## src/rtl/axi_lite_xbar.sv

```systemverilog
// axi_lite_xbar: 1-master, 3-slave AXI4-Lite address-decoding crossbar (s0 DRAM, s1 UART, s2 CLINT).
// Define XBAR_PERF_EN to add per-slave read/write completion counters and a DECERR counter.
module axi_lite_xbar #(
    parameter logic [31:0] DRAM_BASE  = 32'h8000_0000,
    parameter logic [31:0] DRAM_MASK  = 32'hF800_0000,
    parameter logic [31:0] UART_BASE  = 32'ha000_03f8,
    parameter logic [31:0] UART_MASK  = 32'hFFFF_FFF8,
    parameter logic [31:0] CLINT_BASE = 32'ha000_0048,
    parameter logic [31:0] CLINT_MASK = 32'hFFFF_FFF8
) (
    input  logic        clk,
    input  logic        rst,
`ifdef XBAR_PERF_EN
    output logic [95:0] perf_rd_cnt,
    output logic [95:0] perf_wr_cnt,
    output logic [31:0] perf_err_cnt,
`endif
    input  logic [31:0] m_araddr,
    input  logic        m_arvalid,
    output logic        m_arready,
    output logic [31:0] m_rdata,
    output logic [1:0]  m_rresp,
    output logic        m_rvalid,
    input  logic        m_rready,
    input  logic [31:0] m_awaddr,
    input  logic        m_awvalid,
    output logic        m_awready,
    input  logic [31:0] m_wdata,
    input  logic [3:0]  m_wstrb,
    input  logic        m_wvalid,
    output logic        m_wready,
    output logic [1:0]  m_bresp,
    output logic        m_bvalid,
    input  logic        m_bready,
    output logic [95:0] s_araddr,
    output logic [2:0]  s_arvalid,
    input  logic [2:0]  s_arready,
    input  logic [95:0] s_rdata,
    input  logic [5:0]  s_rresp,
    input  logic [2:0]  s_rvalid,
    output logic [2:0]  s_rready,
    output logic [95:0] s_awaddr,
    output logic [2:0]  s_awvalid,
    input  logic [2:0]  s_awready,
    output logic [95:0] s_wdata,
    output logic [11:0] s_wstrb,
    output logic [2:0]  s_wvalid,
    input  logic [2:0]  s_wready,
    input  logic [5:0]  s_bresp,
    input  logic [2:0]  s_bvalid,
    output logic [2:0]  s_bready
);
    localparam logic [1:0] NONE = 2'd3;
    typedef enum logic [1:0] {R_IDLE, R_ADDR, R_DATA, R_ERR} rd_state_t;
    typedef enum logic [1:0] {W_IDLE, W_REQ, W_RESP, W_ERR} wr_state_t;

    function automatic logic [1:0] decode(input logic [31:0] a);
        return ((a & UART_MASK) == UART_BASE)   ? 2'd1 :
               ((a & CLINT_MASK) == CLINT_BASE) ? 2'd2 :
               ((a & DRAM_MASK) == DRAM_BASE)   ? 2'd0 : NONE;
    endfunction

    rd_state_t   rd_state_q, rd_state_d;
    wr_state_t   wr_state_q, wr_state_d;
    logic [1:0]  rd_sel_q, rd_sel_d, wr_sel_q, wr_sel_d;
    logic [31:0] araddr_q, araddr_d, awaddr_q, awaddr_d, wdata_q, wdata_d;
    logic [3:0]  wstrb_q, wstrb_d;
    logic        aw_done_q, aw_done_d, w_done_q, w_done_d;

    always_ff @(posedge clk or posedge rst) begin
        if (rst) begin
            rd_state_q <= R_IDLE;
            wr_state_q <= W_IDLE;
            rd_sel_q   <= '0;
            wr_sel_q   <= '0;
            araddr_q   <= '0;
            awaddr_q   <= '0;
            wdata_q    <= '0;
            wstrb_q    <= '0;
            aw_done_q  <= 1'b0;
            w_done_q   <= 1'b0;
        end else begin
            rd_state_q <= rd_state_d;
            wr_state_q <= wr_state_d;
            rd_sel_q   <= rd_sel_d;
            wr_sel_q   <= wr_sel_d;
            araddr_q   <= araddr_d;
            awaddr_q   <= awaddr_d;
            wdata_q    <= wdata_d;
            wstrb_q    <= wstrb_d;
            aw_done_q  <= aw_done_d;
            w_done_q   <= w_done_d;
        end
    end

    always_comb begin
        rd_state_d = rd_state_q;
        rd_sel_d   = rd_sel_q;
        araddr_d   = araddr_q;
        case (rd_state_q)
            R_IDLE: if (m_arvalid) begin
                araddr_d   = m_araddr;
                rd_sel_d   = decode(m_araddr);
                rd_state_d = (decode(m_araddr) == NONE) ? R_ERR : R_ADDR;
            end
            R_ADDR: if (s_arready[rd_sel_q]) rd_state_d = R_DATA;
            R_DATA: if (s_rvalid[rd_sel_q] && m_rready) rd_state_d = R_IDLE;
            default: if (m_rready) rd_state_d = R_IDLE;
        endcase
    end

    always_comb begin
        m_arready = (rd_state_q == R_IDLE);
        s_araddr  = {3{araddr_q}};
        s_arvalid = '0;
        s_rready  = '0;
        m_rvalid  = 1'b0;
        m_rdata   = '0;
        m_rresp   = '0;
        if (rd_state_q == R_ADDR) s_arvalid[rd_sel_q] = 1'b1;
        if (rd_state_q == R_DATA) begin
            s_rready[rd_sel_q] = m_rready;
            m_rvalid = s_rvalid[rd_sel_q];
            m_rdata  = s_rdata[{rd_sel_q, 5'd0} +: 32];
            m_rresp  = s_rresp[{rd_sel_q, 1'b0} +: 2];
        end
        if (rd_state_q == R_ERR) begin
            m_rvalid = 1'b1;
            m_rresp  = 2'b11;
        end
    end

    // AW and W are only taken together; each slave-side valid then retires on its own ready.
    always_comb begin
        wr_state_d = wr_state_q;
        wr_sel_d   = wr_sel_q;
        awaddr_d   = awaddr_q;
        wdata_d    = wdata_q;
        wstrb_d    = wstrb_q;
        aw_done_d  = aw_done_q;
        w_done_d   = w_done_q;
        case (wr_state_q)
            W_IDLE: if (m_awvalid && m_wvalid) begin
                awaddr_d   = m_awaddr;
                wdata_d    = m_wdata;
                wstrb_d    = m_wstrb;
                wr_sel_d   = decode(m_awaddr);
                aw_done_d  = 1'b0;
                w_done_d   = 1'b0;
                wr_state_d = (decode(m_awaddr) == NONE) ? W_ERR : W_REQ;
            end
            W_REQ: begin
                aw_done_d  = aw_done_q | s_awready[wr_sel_q];
                w_done_d   = w_done_q | s_wready[wr_sel_q];
                wr_state_d = (aw_done_d && w_done_d) ? W_RESP : W_REQ;
            end
            W_RESP: if (s_bvalid[wr_sel_q] && m_bready) wr_state_d = W_IDLE;
            default: if (m_bready) wr_state_d = W_IDLE;
        endcase
    end

    always_comb begin
        m_awready = (wr_state_q == W_IDLE) && m_awvalid && m_wvalid;
        m_wready  = m_awready;
        s_awaddr  = {3{awaddr_q}};
        s_wdata   = {3{wdata_q}};
        s_wstrb   = {3{wstrb_q}};
        s_awvalid = '0;
        s_wvalid  = '0;
        s_bready  = '0;
        m_bvalid  = 1'b0;
        m_bresp   = '0;
        if (wr_state_q == W_REQ) begin
            s_awvalid[wr_sel_q] = !aw_done_q;
            s_wvalid[wr_sel_q]  = !w_done_q;
        end
        if (wr_state_q == W_RESP) begin
            s_bready[wr_sel_q] = m_bready;
            m_bvalid = s_bvalid[wr_sel_q];
            m_bresp  = s_bresp[{wr_sel_q, 1'b0} +: 2];
        end
        if (wr_state_q == W_ERR) begin
            m_bvalid = 1'b1;
            m_bresp  = 2'b11;
        end
    end

`ifdef XBAR_PERF_EN
    logic [95:0] perf_rd_q, perf_rd_d, perf_wr_q, perf_wr_d;
    logic [31:0] perf_err_q, perf_err_d;
    logic        rd_done, wr_done, rd_err, wr_err;
    always_comb begin
        rd_done    = (rd_state_q == R_DATA) && s_rvalid[rd_sel_q] && m_rready;
        wr_done    = (wr_state_q == W_RESP) && s_bvalid[wr_sel_q] && m_bready;
        rd_err     = (rd_state_q == R_ERR) && m_rready;
        wr_err     = (wr_state_q == W_ERR) && m_bready;
        perf_rd_d  = perf_rd_q;
        perf_wr_d  = perf_wr_q;
        perf_err_d = perf_err_q + 32'(rd_err) + 32'(wr_err);
        if (rd_done) perf_rd_d[{rd_sel_q, 5'd0} +: 32] = perf_rd_q[{rd_sel_q, 5'd0} +: 32] + 32'd1;
        if (wr_done) perf_wr_d[{wr_sel_q, 5'd0} +: 32] = perf_wr_q[{wr_sel_q, 5'd0} +: 32] + 32'd1;
    end
    always_ff @(posedge clk or posedge rst) begin
        if (rst) begin
            perf_rd_q  <= '0;
            perf_wr_q  <= '0;
            perf_err_q <= '0;
        end else begin
            perf_rd_q  <= perf_rd_d;
            perf_wr_q  <= perf_wr_d;
            perf_err_q <= perf_err_d;
        end
    end
    assign perf_rd_cnt  = perf_rd_q;
    assign perf_wr_cnt  = perf_wr_q;
    assign perf_err_cnt = perf_err_q;
`endif
endmodule

```

## config.mk

```make
export PLATFORM = sky130hd
export DESIGN_NAME = axi_lite_xbar
export DESIGN_NICKNAME = d
export VERILOG_FILES = /design/src/rtl/axi_lite_xbar.sv
export SDC_FILE = /design/constraint.sdc
export NUM_CORES = 1
export LEC_CHECK = 0
export BUFFER_PORTS_ARGS = -buffer_cell sky130_fd_sc_hd__buf_2
export CORE_AREA = 2 2 231 233
export DETAILED_ROUTE_END_ITERATION = 6
export DIE_AREA = 0 0 233 235
export SYNTH_ARGS = -nofsm -noshare
export SYNTH_HDL_FRONTEND = slang
export SYNTH_SLANG_ARGS = --single-unit
```

## constraint.sdc

```tcl
create_clock -name clk -period 3.9 [get_ports clk]
set_input_delay 0.78 -clock clk [delete_from_list [all_inputs] [get_ports clk]]
set_output_delay 0.78 -clock clk [all_outputs]
set_load 0.005 [all_outputs]
```

# Yosys cells after proc, flatten, opt, wreduce, memory -nomap -nowiden
# Index checks and enable logic that the tools add are counted.
# Widths: inputs -> output; s select.
# totals
reg_bits,110
out_inout_bits,356
elab_cells,111
# classes
magnitude_cmp,4
eq_ne,19
shifts,3
mux,49
n_bitwise,6
reduce_logical,20
# op_table
operator,n
$eq 29x29->1 const B,4
$shiftx 96x8->32,1
$mux 2,20
$mux 32,1
$mux 3,5
$and 3x3->3,4
$eq 2x2->1 const B,6
$mux 1,12
$pmux 2 s3,2
$shiftx 6x4->2,2
$bmux 1 s2,5
$eq 5x5->1 const B,2
$ne 2x2->1 const B,5
$logic_and 1x1->1,8
$reduce_bool 4->1,2
$lt 2x3->1 const B,2
$reduce_and 2->1,3
$demux 1 s2,2
$eq 2x1->1 const B,2
$ge 2x1->1 const B,2
$logic_not 2->1,2
$pmux 1 s2,2
$reduce_and 4->1,1
$reduce_and 3->1,1
3 further kinds,5

# Longest topological paths before layout
# Gate-level depths: netlist (run 1).
# logic_depth
ltp_word,8
ltp_mapped,7
mapped_depth_nobuf,7

# Worst setup path before layout (run 1)
# OpenSTA, ideal clock, no wires.
# synth_timing
kind,in2out
from,input port m_wvalid
to,output port m_wready
arrival_ps,1552
required_time_ps,3120
slack_ps,1568
cell_stages,4
n_path_buf,2
cell_sequence,nand3_1 clkbuf_1 inv_2 buf_4
# synth_between
elab_chain_cells,1
# synth_rtl
item,line_no,rtl
"start, declared",30,"input logic m_wvalid,"
$logic_and 1x1->1,163,m_awready = (wr_state_q == W_IDLE) && m_awvalid && m_wvalid;
"end, declared",31,"output logic m_wready,"
# Every way passes these cells.

# Final worst setup path (run 1)
# layout_timing
from,register rd_sel_q[0]
to,output port m_rdata[21]
# layout_between
elab_chain_cells,2
# layout_rtl
item,line_no,rtl
"start, declared",65,"logic [1:0] rd_sel_q, rd_sel_d, wr_sel_q, wr_sel_d;"
"start signal, assigned",85,rd_sel_q <= rd_sel_d;
$shiftx 96x8->32,124,"m_rdata = s_rdata[{rd_sel_q, 5'd0} +: 32];"
$mux 32,121,if (rd_state_q == R_DATA) begin
"end, declared",21,"output logic [31:0] m_rdata,"
# Every way passes these cells.

==> impl_summary.log, run 1 <==
INFO  metric grt_antenna_before_repair = 11
INFO  metric dominant_combinational_cell_family_by_area_after_synthesis = buffers and inverters
INFO  metric clock_tree_from_tritoncts = done
INFO  metric detailed_place_hpwl = 23,800 um
INFO  metric finalCriticalPeriod = 3.10 ns
INFO  metric synth_area_per_cell = 10.3 um2
INFO  metric postLayoutCoreUtil = 0.188
INFO  metric hold_path.class = register to register
INFO  metric crit_fanout = 23
INFO  metric place_inst = between 1,500 and 2,000
INFO  metric whs_path_depth = 1
INFO  metric detailed_place.area = 0.00949 mm2
INFO  metric timing.rr.start = rd_state_q[1]
INFO  metric postSynthRegisterBits = 110
INFO  metric max_clock_freq = 322 MHz
INFO  metric pwr-share-seq = 0.345
INFO  metric via_count_of_the_first_global_routing_pass = about 6,200
INFO  metric design.portCount = approximately 600
INFO  metric initial_standard_cell_utilization_of_the_core = 0.139
INFO  metric synth-edff-count = 0
INFO  metric skew = about 0.013 ns
INFO  metric synth.largest_area_cell = dfrtp_1
INFO  metric final_antenna_net_count = 0
INFO  metric number_of_max_capacitance_violations_reported = 0
INFO  metric critPathCapture = m_rdata[21]
INFO  metric post_layout_nonfiller_instances = roughly 1,800
INFO  metric criticalPathCategory = register to output port
INFO  metric drt-vias-per-instance = approximately 3.6
INFO  metric post_synth_fa_ha_maj_area_fraction = 0.0138
INFO  metric detail_route.drc_violations = 0
INFO  metric grt_first_pass_wirelength = around 38,000 um
INFO  metric reg2reg_setup_slack = 1.72 ns
INFO  metric synth_async_sr_flop_share = 1.00
INFO  metric crit_path_start_kind = register
INFO  metric routed-via-count = 6,462
INFO  metric ys_top_cells_by_area = dfrtp_1 38%, buf_4 21%, mux2_1 11%, mux2_2 5.6%, mux2i_1 5.5%
INFO  metric layout.nets = 1,319
INFO  metric layout_worst_path_cycle_share = 0.796
INFO  metric syn-cell-area = 0.00724 mm2
INFO  metric cts_num_sinks = 110
INFO  metric synth-compound-area-share = 0.0557
INFO  metric post-route-cell-area = ~0.0098 mm2
INFO  metric synthXorXnorAreaFrac = 0
INFO  metric vdd_ir_drop_max = around 0.00029 V
INFO  metric synth_top_cells_by_count = 202 x buf_4, 110 x dfrtp_1, 68 x mux2_1
INFO  metric hold_slack = 0.536 ns
INFO  metric tightestPinTransition = between 0.9 and 1 ns
INFO  metric globalRouteTotalUtil = 0.0974
INFO  metric run_status = finished clean
INFO  metric cts_root_buf = clkbuf_16
INFO  metric initialDrtViolationCount = 169
INFO  metric area_growth = 35.4%
INFO  metric timing.critical_path.required = ~3.1 ns
INFO  metric post-cts-setup-buffers = 0
INFO  metric synth_mux_area_frac = 0.219
INFO  metric maximum_number_of_pins_on_one_net_before_global_route_repair = 95
INFO  metric postCtsResizedCells = 0
INFO  metric internal_power = 4.09 mW
INFO  metric p_clk_frac = 0.139
INFO  metric synthMostInstantiatedCell = buf_4
INFO  metric setup_tns = 0 ns
INFO  metric timing.critical_path.from = rd_sel_q[0]
INFO  metric dieArea = ~0.055 mm2
INFO  metric timing.reg2reg.worst_path_depth = 7
INFO  metric detailed_routing_iterations_pass_1 = 4
INFO  metric critical_path.reg2reg.endpoint = rd_state_q[0]
INFO  metric comb_power_share = 0.516
INFO  metric gpl.final_weighted_congestion = between 0.8 and 0.9
INFO  metric critPathArrivalTime = about 2.3 ns
INFO  metric power_leakage = 5.26 nW
INFO  metric floorplan.core_area = approximately 0.052 mm2
INFO  metric holdBufCountCts = 0
INFO  metric netlist_instances = approximately 700
INFO  metric layout-drive-gt1-share = 0.605
INFO  metric grt_remaining_overflow = 0
INFO  metric netSwitchingFraction = 0.412
INFO  metric synth_ff_type = dfrtp_1
INFO  metric floorplan.die.height = 235 um
INFO  metric synth_warnings = 0
INFO  metric routed_wire_length_per_instance = between 15 and 20 um
INFO  metric grt_setup_unrepaired = no
INFO  metric net-switching-power = around 2.9 mW
INFO  metric clkLatencyLatePin = just under 0.4 ns
INFO  metric clkTransAtPathRegs = 0.08 ns
INFO  metric final-max-slew-violation-count = 0
INFO  metric postRouteWirelength = 28,100 um
INFO  metric slew_headroom = 0.370
INFO  metric cts.htree.levels = 3
INFO  metric synth_top_cell_area_share = 0.380
INFO  metric setup_viol = 0
INFO  metric synthSimpleGateAreaFrac = 0.100
INFO  metric x_dimension_of_the_die = ~230 um
INFO  metric synth_cell_type_count = 47
INFO  metric worst_setup_path_end_kind = output port
INFO  metric cts.path.max_buffers = 2
INFO  metric power.density = 709 mW/mm2
INFO  metric syn-num-nets = about 940
INFO  metric synth-seq-area-share = 0.380
INFO  metric tritoncts.num_buffers = 9
INFO  metric row_count = 84
INFO  metric final-hold-violation-count = 0
INFO  metric place.port_buffers = roughly 590
[critical path, stage by stage (launching register included)]
cell,delay (ns)
dfrtp_2,0.72
buf_4,0.46
mux2i_1,0.37
o21ai_1,0.09
and2_1,0.17
buf_2,0.12
[power by group through the flow]
| stage | clock network [mW] | registers (mW) | logic, mW |
|---|---|---|---|
| 2_1_floorplan | 0 | 2.27 | 2.86 |
| 3_3_place_gp | 0 | 2.38 | 3.62 |
| 3_5_place_dp | 0 | 2.42 | 3.63 |
| 4_1_cts | 1.03 | 2.41 | 3.64 |
| 5_1_grt | 1.07 | 2.50 | 3.90 |
| 6_report | 0.965 | 2.40 | 3.59 |
[cells in the final DEF (no fill, tap or decap), types with 4 or more instances in the layout]
| cell type | synthesis | layout |
|---|---|---|
| o21ai_0 | 12 | 12 |
| o21ai_1 | 31 | 31 |
| nor4_1 | 6 | 6 |
| and2_1 | 33 | 33 |
| ha_1 | 8 | 8 |
| buf_2 | 7 | 585 |
| mux2_2 | 36 | 36 |
| dfrtp_1 | 110 | 109 |
| nor2_1 | 13 | 13 |
| nor3_1 | 6 | 6 |
| mux2_1 | 68 | 68 |
| clkbuf_16 | 0 | 9 |
| mux2i_1 | 40 | 40 |
| diode_2 | 0 | 4 |
| buf_4 | 202 | 10 |
| a21oi_1 | 5 | 5 |
| nand2_1 | 50 | 49 |
| nand2b_1 | 5 | 5 |
| a21o_1 | 6 | 6 |
| inv_1 | 8 | 7 |
| nor4b_1 | 7 | 7 |
[state kept, by name, summed over array words and instances, names as in the netlist]
signal      cells
awaddr_q       32
aw_done_q       1
wdata_q        32
wr_state_q      2
wstrb_q         4
rd_state_q      2
araddr_q       32
w_done_q        1
rd_sel_q        2
wr_sel_q        2
[routing by layer]
layer  vias to the layer above  wire, um  track usage
li1                       2942         -            -
met1                      3068      9900       0.0933
met2                       401     14700        0.186
met3                        51      2060       0.0222
met4                         0      1430       0.0600
met5                         -         0            0
[how the worst min path moves through the flow]
stage	from	end
after CTS	awaddr_q[14]	awaddr_q[14]
final	awaddr_q[14]	awaddr_q[14]
after global routing	wdata_q[18]	wdata_q[18]
after global placement	wdata_q[31]	wdata_q[31]
after floorplan	aw_done_q	aw_done_q
after detailed placement	aw_done_q	aw_done_q
[logic make-up (layout without fill, tap and decap cells)]
kind of cell               count (synthesis)  after routing
buffers and inverters                    239            620
and+or+nand+nor                          136            136
other                                      0              4
adders and majority gates                  8              8
muxes                                    145            145
AOI/OAI and AO/OA                         67             67
DFF                                      110            110
[layout make-up]
class | count | area, um2
timing repair buffer | 595 | 3000
clock buffer | 9 | 225
multi-input combinational | 356 | 2830
sequential | 110 | 2750
fill | 5749 | 42400
clock inverter | 7 | 77.6
inverter | 9 | 38.8
antenna | 4 | 10.0
tap | 688 | 861
[metrics by stage]
step / total power [mW] / setup slack (ns)
after floorplan: 5.13 / 0.218
final: 6.95 / 0.795
after global routing: 7.48 / 0.687
after detailed placement: 6.05 / 1.22
after CTS: 7.08 / 0.767
after global placement: 6.00 / 1.29
No activity file was read; power rests on OpenSTA's default activity.
==> run 2, diff against run 1 <==
--- a/config.mk
+++ b/config.mk
@@ -5,10 +5,11 @@
 export SDC_FILE = /design/constraint.sdc
 export NUM_CORES = 1
 export LEC_CHECK = 0
+export ABC_AREA = 1
 export BUFFER_PORTS_ARGS = -buffer_cell sky130_fd_sc_hd__buf_2
-export CORE_AREA = 2 2 231 233
+export CORE_AREA = 2 2 225 227
 export DETAILED_ROUTE_END_ITERATION = 6
-export DIE_AREA = 0 0 233 235
+export DIE_AREA = 0 0 227 229
 export SYNTH_ARGS = -nofsm -noshare
 export SYNTH_HDL_FRONTEND = slang
 export SYNTH_SLANG_ARGS = --single-unit
==> constraint.sdc (replaced) <==
create_clock -name clk -period 2.75 [get_ports clk]
set_input_delay 0.55 -clock clk [delete_from_list [all_inputs] [get_ports clk]]
set_output_delay 0.55 -clock clk [all_outputs]
set_load 0.005 [all_outputs]
==> impl_summary.log, run 2 <==
INFO  metric run_status = finished clean
INFO  metric detailed_place_hpwl = 27,300 um (+15%)
INFO  metric finalCriticalPeriod = 2.55 ns
INFO  metric layout_commonest_cell = buf_2
INFO  metric num-fill-cells = 5,794 (+0.78%)
INFO  metric setup_tns = 0 ns (unchanged)
INFO  metric synth_top_cells_by_count = 452 x nand2_1, 207 x buf_4, 110 x dfrtp_1
INFO  metric via_count_of_the_first_global_routing_pass = 7,192 (+15%)
INFO  metric p_clk_frac = 0.138 (about the same)
INFO  metric final_antenna_net_count = 0 (unchanged)
INFO  metric syn-cell-area = 0.00750 mm2 (+3.6%)
INFO  metric power.density = 1030 mW/mm2 (+45%)
INFO  metric netSwitchingFraction = 0.464 (+0.0522)
INFO  metric postRouteWirelength = 32,500 um (+16%)
INFO  metric critical_path.reg2reg.endpoint = awaddr_q[30]
INFO  metric synth_top_cell_area_share = 0.367 (-0.0133)
INFO  metric fin_ws = 0.197 ns (-0.599 ns)
INFO  metric criticalPathCategory = register to output port
INFO  metric row_count = 82 (-2.4%)
INFO  metric timing.reg2reg.worst_path_depth = 6 (-1)
INFO  metric floorplan.die.height = 229 um (-2.6%)
INFO  metric clkLatencyLatePin = 0.39 ns (about the same)
INFO  metric reg.largest.list = araddr_q (32), awaddr_q (32), wdata_q (32)
INFO  metric maximum_number_of_pins_on_one_net_before_global_route_repair = 61 (-36%)
INFO  metric max_clock_freq = a little under 400 MHz
INFO  metric ys_top_cells_by_area = dfrtp_1 37%, nand2_1 23%, buf_4 21%, nand3_1 5.8%, inv_1 3.8%
INFO  metric place.port_buffers = 585 (unchanged)
INFO  metric drt-vias-per-instance = 3.74 (+2.9%)
INFO  metric layout.nets = 1,696 (+29%)
INFO  metric gpl.final_weighted_congestion = 0.894 (+6.1%)
INFO  metric critPathCapture = s_rready[2]
INFO  metric synth.largest_area_cell = dfrtp_1
INFO  metric crit_path_start_kind = register
INFO  metric netlist_instances = 1,085 (+54%)
INFO  metric p_total = 10.4 mW (+49%)
INFO  metric hold_path.class = input pin to asynchronous set/reset pin
INFO  metric design.portCount = 586 (unchanged)
INFO  metric tritoncts.num_buffers = 9 (unchanged)
INFO  metric synthMostInstantiatedCell = nand2_1
INFO  metric setup_viol = 0 (unchanged)
INFO  metric hold_slack = 0.248 ns (-0.288 ns)
INFO  metric comb_power_share = 0.542 (+0.026)
INFO  metric layout_worst_path_cycle_share = 0.928
INFO  metric syn-num-nets = 1,323 (+40%)
INFO  metric cts_root_buf = clkbuf_16
INFO  metric synth-edff-count = 0 (unchanged)
INFO  metric grt_remaining_overflow = 0 (unchanged)
INFO  metric timing.critical_path.from = rd_state_q[0]
INFO  metric final-hold-violation-count = 0 (unchanged)
INFO  metric synth_cell_type_count = 23 (-51%)
INFO  metric detailed_routing_iterations_pass_1 = 5 (+1)
INFO  metric x_dimension_of_the_die = 227 um (-2.6%)
INFO  metric synth_warnings = 0 (unchanged)
INFO  metric internal_power = 5.55 mW (+36%)
INFO  metric timing.critical_path.required = 2.20 ns (-0.92 ns)
INFO  metric net-switching-power = 4.80 mW (+68%)
INFO  metric postCtsResizedCells = 0 (unchanged)
INFO  metric layout-drive-gt1-share = 0.439 (-0.166)
INFO  metric reg2reg_setup_slack = 0.82 ns (-0.90 ns)
INFO  metric worst_setup_path_end_kind = output port
INFO  metric cts_num_sinks = 110 (unchanged)
INFO  metric synth_ff_type = dfrtp_1
INFO  metric routed_wire_length_per_instance = 15.2 um (-3.9%)
INFO  metric initial_standard_cell_utilization_of_the_core = 0.151 (+0.0125)
INFO  metric detail_route.drc_violations = 0 (unchanged)
INFO  metric critPathArrivalTime = 2.00 ns (-0.32 ns)
INFO  metric crit_fanout = 20 (-13%)
INFO  metric area_growth = 34.2%
INFO  metric cts.path.max_buffers = 2 (unchanged)
INFO  metric skew = 0.0142 ns (+0.000727 ns)
INFO  metric placement.setup.worst_slack = 0.596 ns (-0.625 ns)
INFO  metric synth-seq-area-share = 0.367 (-0.0133)
INFO  metric dieArea = 0.0520 mm2 (-5.1%)
INFO  metric holdBufCountCts = 0 (unchanged)
INFO  metric routed-via-count = 8,004 (+24%)
INFO  metric grt_first_pass_wirelength = 44,500 um (+16%)
INFO  metric power_leakage = 6.19 nW (+18%)
INFO  metric grt_setup_unrepaired = no
INFO  metric pwr-share-seq = 0.321 (-0.024)
INFO  metric layout.cells.most_common_list = 585 x buf_2, 451 x nand2_1, 110 x dfrtp_1
INFO  metric vdd_ir_drop_max = 0.000449 V (+53%)
INFO  metric post_layout_nonfiller_instances = 2,141 (+20%)
INFO  metric synth_async_sr_flop_share = 1.00 (unchanged)
INFO  metric floorplan.core_area = 0.0497 mm2 (-4.9%)
INFO  metric grt_antenna_before_repair = 15 (+4)
INFO  metric place_inst = 2,119 (+21%)
INFO  metric clkTransAtPathRegs = 0.09 ns (about the same)
INFO  metric cts.htree.levels = 3 (unchanged)
INFO  metric post-cts-setup-buffers = 0 (unchanged)
INFO  metric number_of_max_capacitance_violations_reported = 0 (unchanged)
INFO  metric tightestPinTransition = 0.700 ns (-0.246 ns)
INFO  metric initialDrtViolationCount = 303 (+79%)
INFO  metric postSynthRegisterBits = 110 (unchanged)
INFO  metric synth_area_per_cell = 6.91 um2 (-33%)
INFO  metric final-max-slew-violation-count = 0 (unchanged)
INFO  metric slew_headroom = 0.532 (+0.163)
INFO  metric clock_tree_from_tritoncts = done
INFO  metric timing.rr.start = wr_state_q[0]
INFO  metric globalRouteTotalUtil = 0.118 (+0.0209)
run 2: worst min path at each step:
| stage | start | end | slack (ns) | cells past startpoint |
|---|---|---|---|---|
| 3_5_place_dp | araddr_q[1] | araddr_q[1] | 0.51 | 2 |
| 3_3_place_gp | araddr_q[12] | araddr_q[12] | 0.50 | 2 |
| 4_1_cts | rst | wdata_q[0] | 0.24 | 2 |
| 5_1_grt | rst | wdata_q[0] | 0.28 | 2 |
| 6_report | rst | wdata_q[0] | 0.25 | 2 |
| 2_1_floorplan | wr_state_q[0] | wr_state_q[0] | 0.51 | 2 |
run 2: area by class of cell:
class	instances	area, um2	share of cell area
Timing Repair Buffer	604	3110	0.309
Clock inverter	7	86.3	0.00858
Clock buffer	9	225	0.0224
Tap cell	672	841	0.0836
Multi-Input combinational cell	652	2730	0.271
Sequential cell	110	2750	0.274
Antenna cell	6	15.0	0.00149
Inverter	81	308	0.0306
run 2: kinds of logic after synthesis:
group,synth area share
buffers and inverters,0.270
and+or+nand+nor,0.327
AOI/OAI and AO/OA,0.0222
adders and majority gates,0.0133
DFF,0.367
run 2: layer usage:
metal  global-route usage  share of wire  up-vias
met5                    0              0        -
met4               0.0658          0.046        0
met3               0.0223          0.070       56
met2                0.228           0.53      448
met1                0.117           0.35     3665
li1                     -              -     3835
run 2: power by group through the flow:
stage / combinational [mW] / clock, mW / sequential (mW)
after global placement: 5.61 / 0 / 3.35
after global routing: 6.29 / 1.56 / 3.45
after CTS: 5.68 / 1.52 / 3.34
final: 5.61 / 1.42 / 3.32
after floorplan: 4.39 / 0 / 3.13
after detailed placement: 5.68 / 0 / 3.34
run 2: metrics by stage:
stage / instance area, um2 / util
after global routing: 10100 / 0.203
after CTS: 10000 / 0.202
final: 10100 / 0.203
after floorplan: 7500 / -
after detailed placement: 9740 / 0.196
after global placement: 9740 / 0.196
run 2: worst max-delay path: stages (launching register included):
cell     delay, ns
dfrtp_1       0.42
inv_1         0.10
ha_1          0.27
buf_4         0.28
nand2_1       0.15
nor2_1        0.20
buf_2         0.20
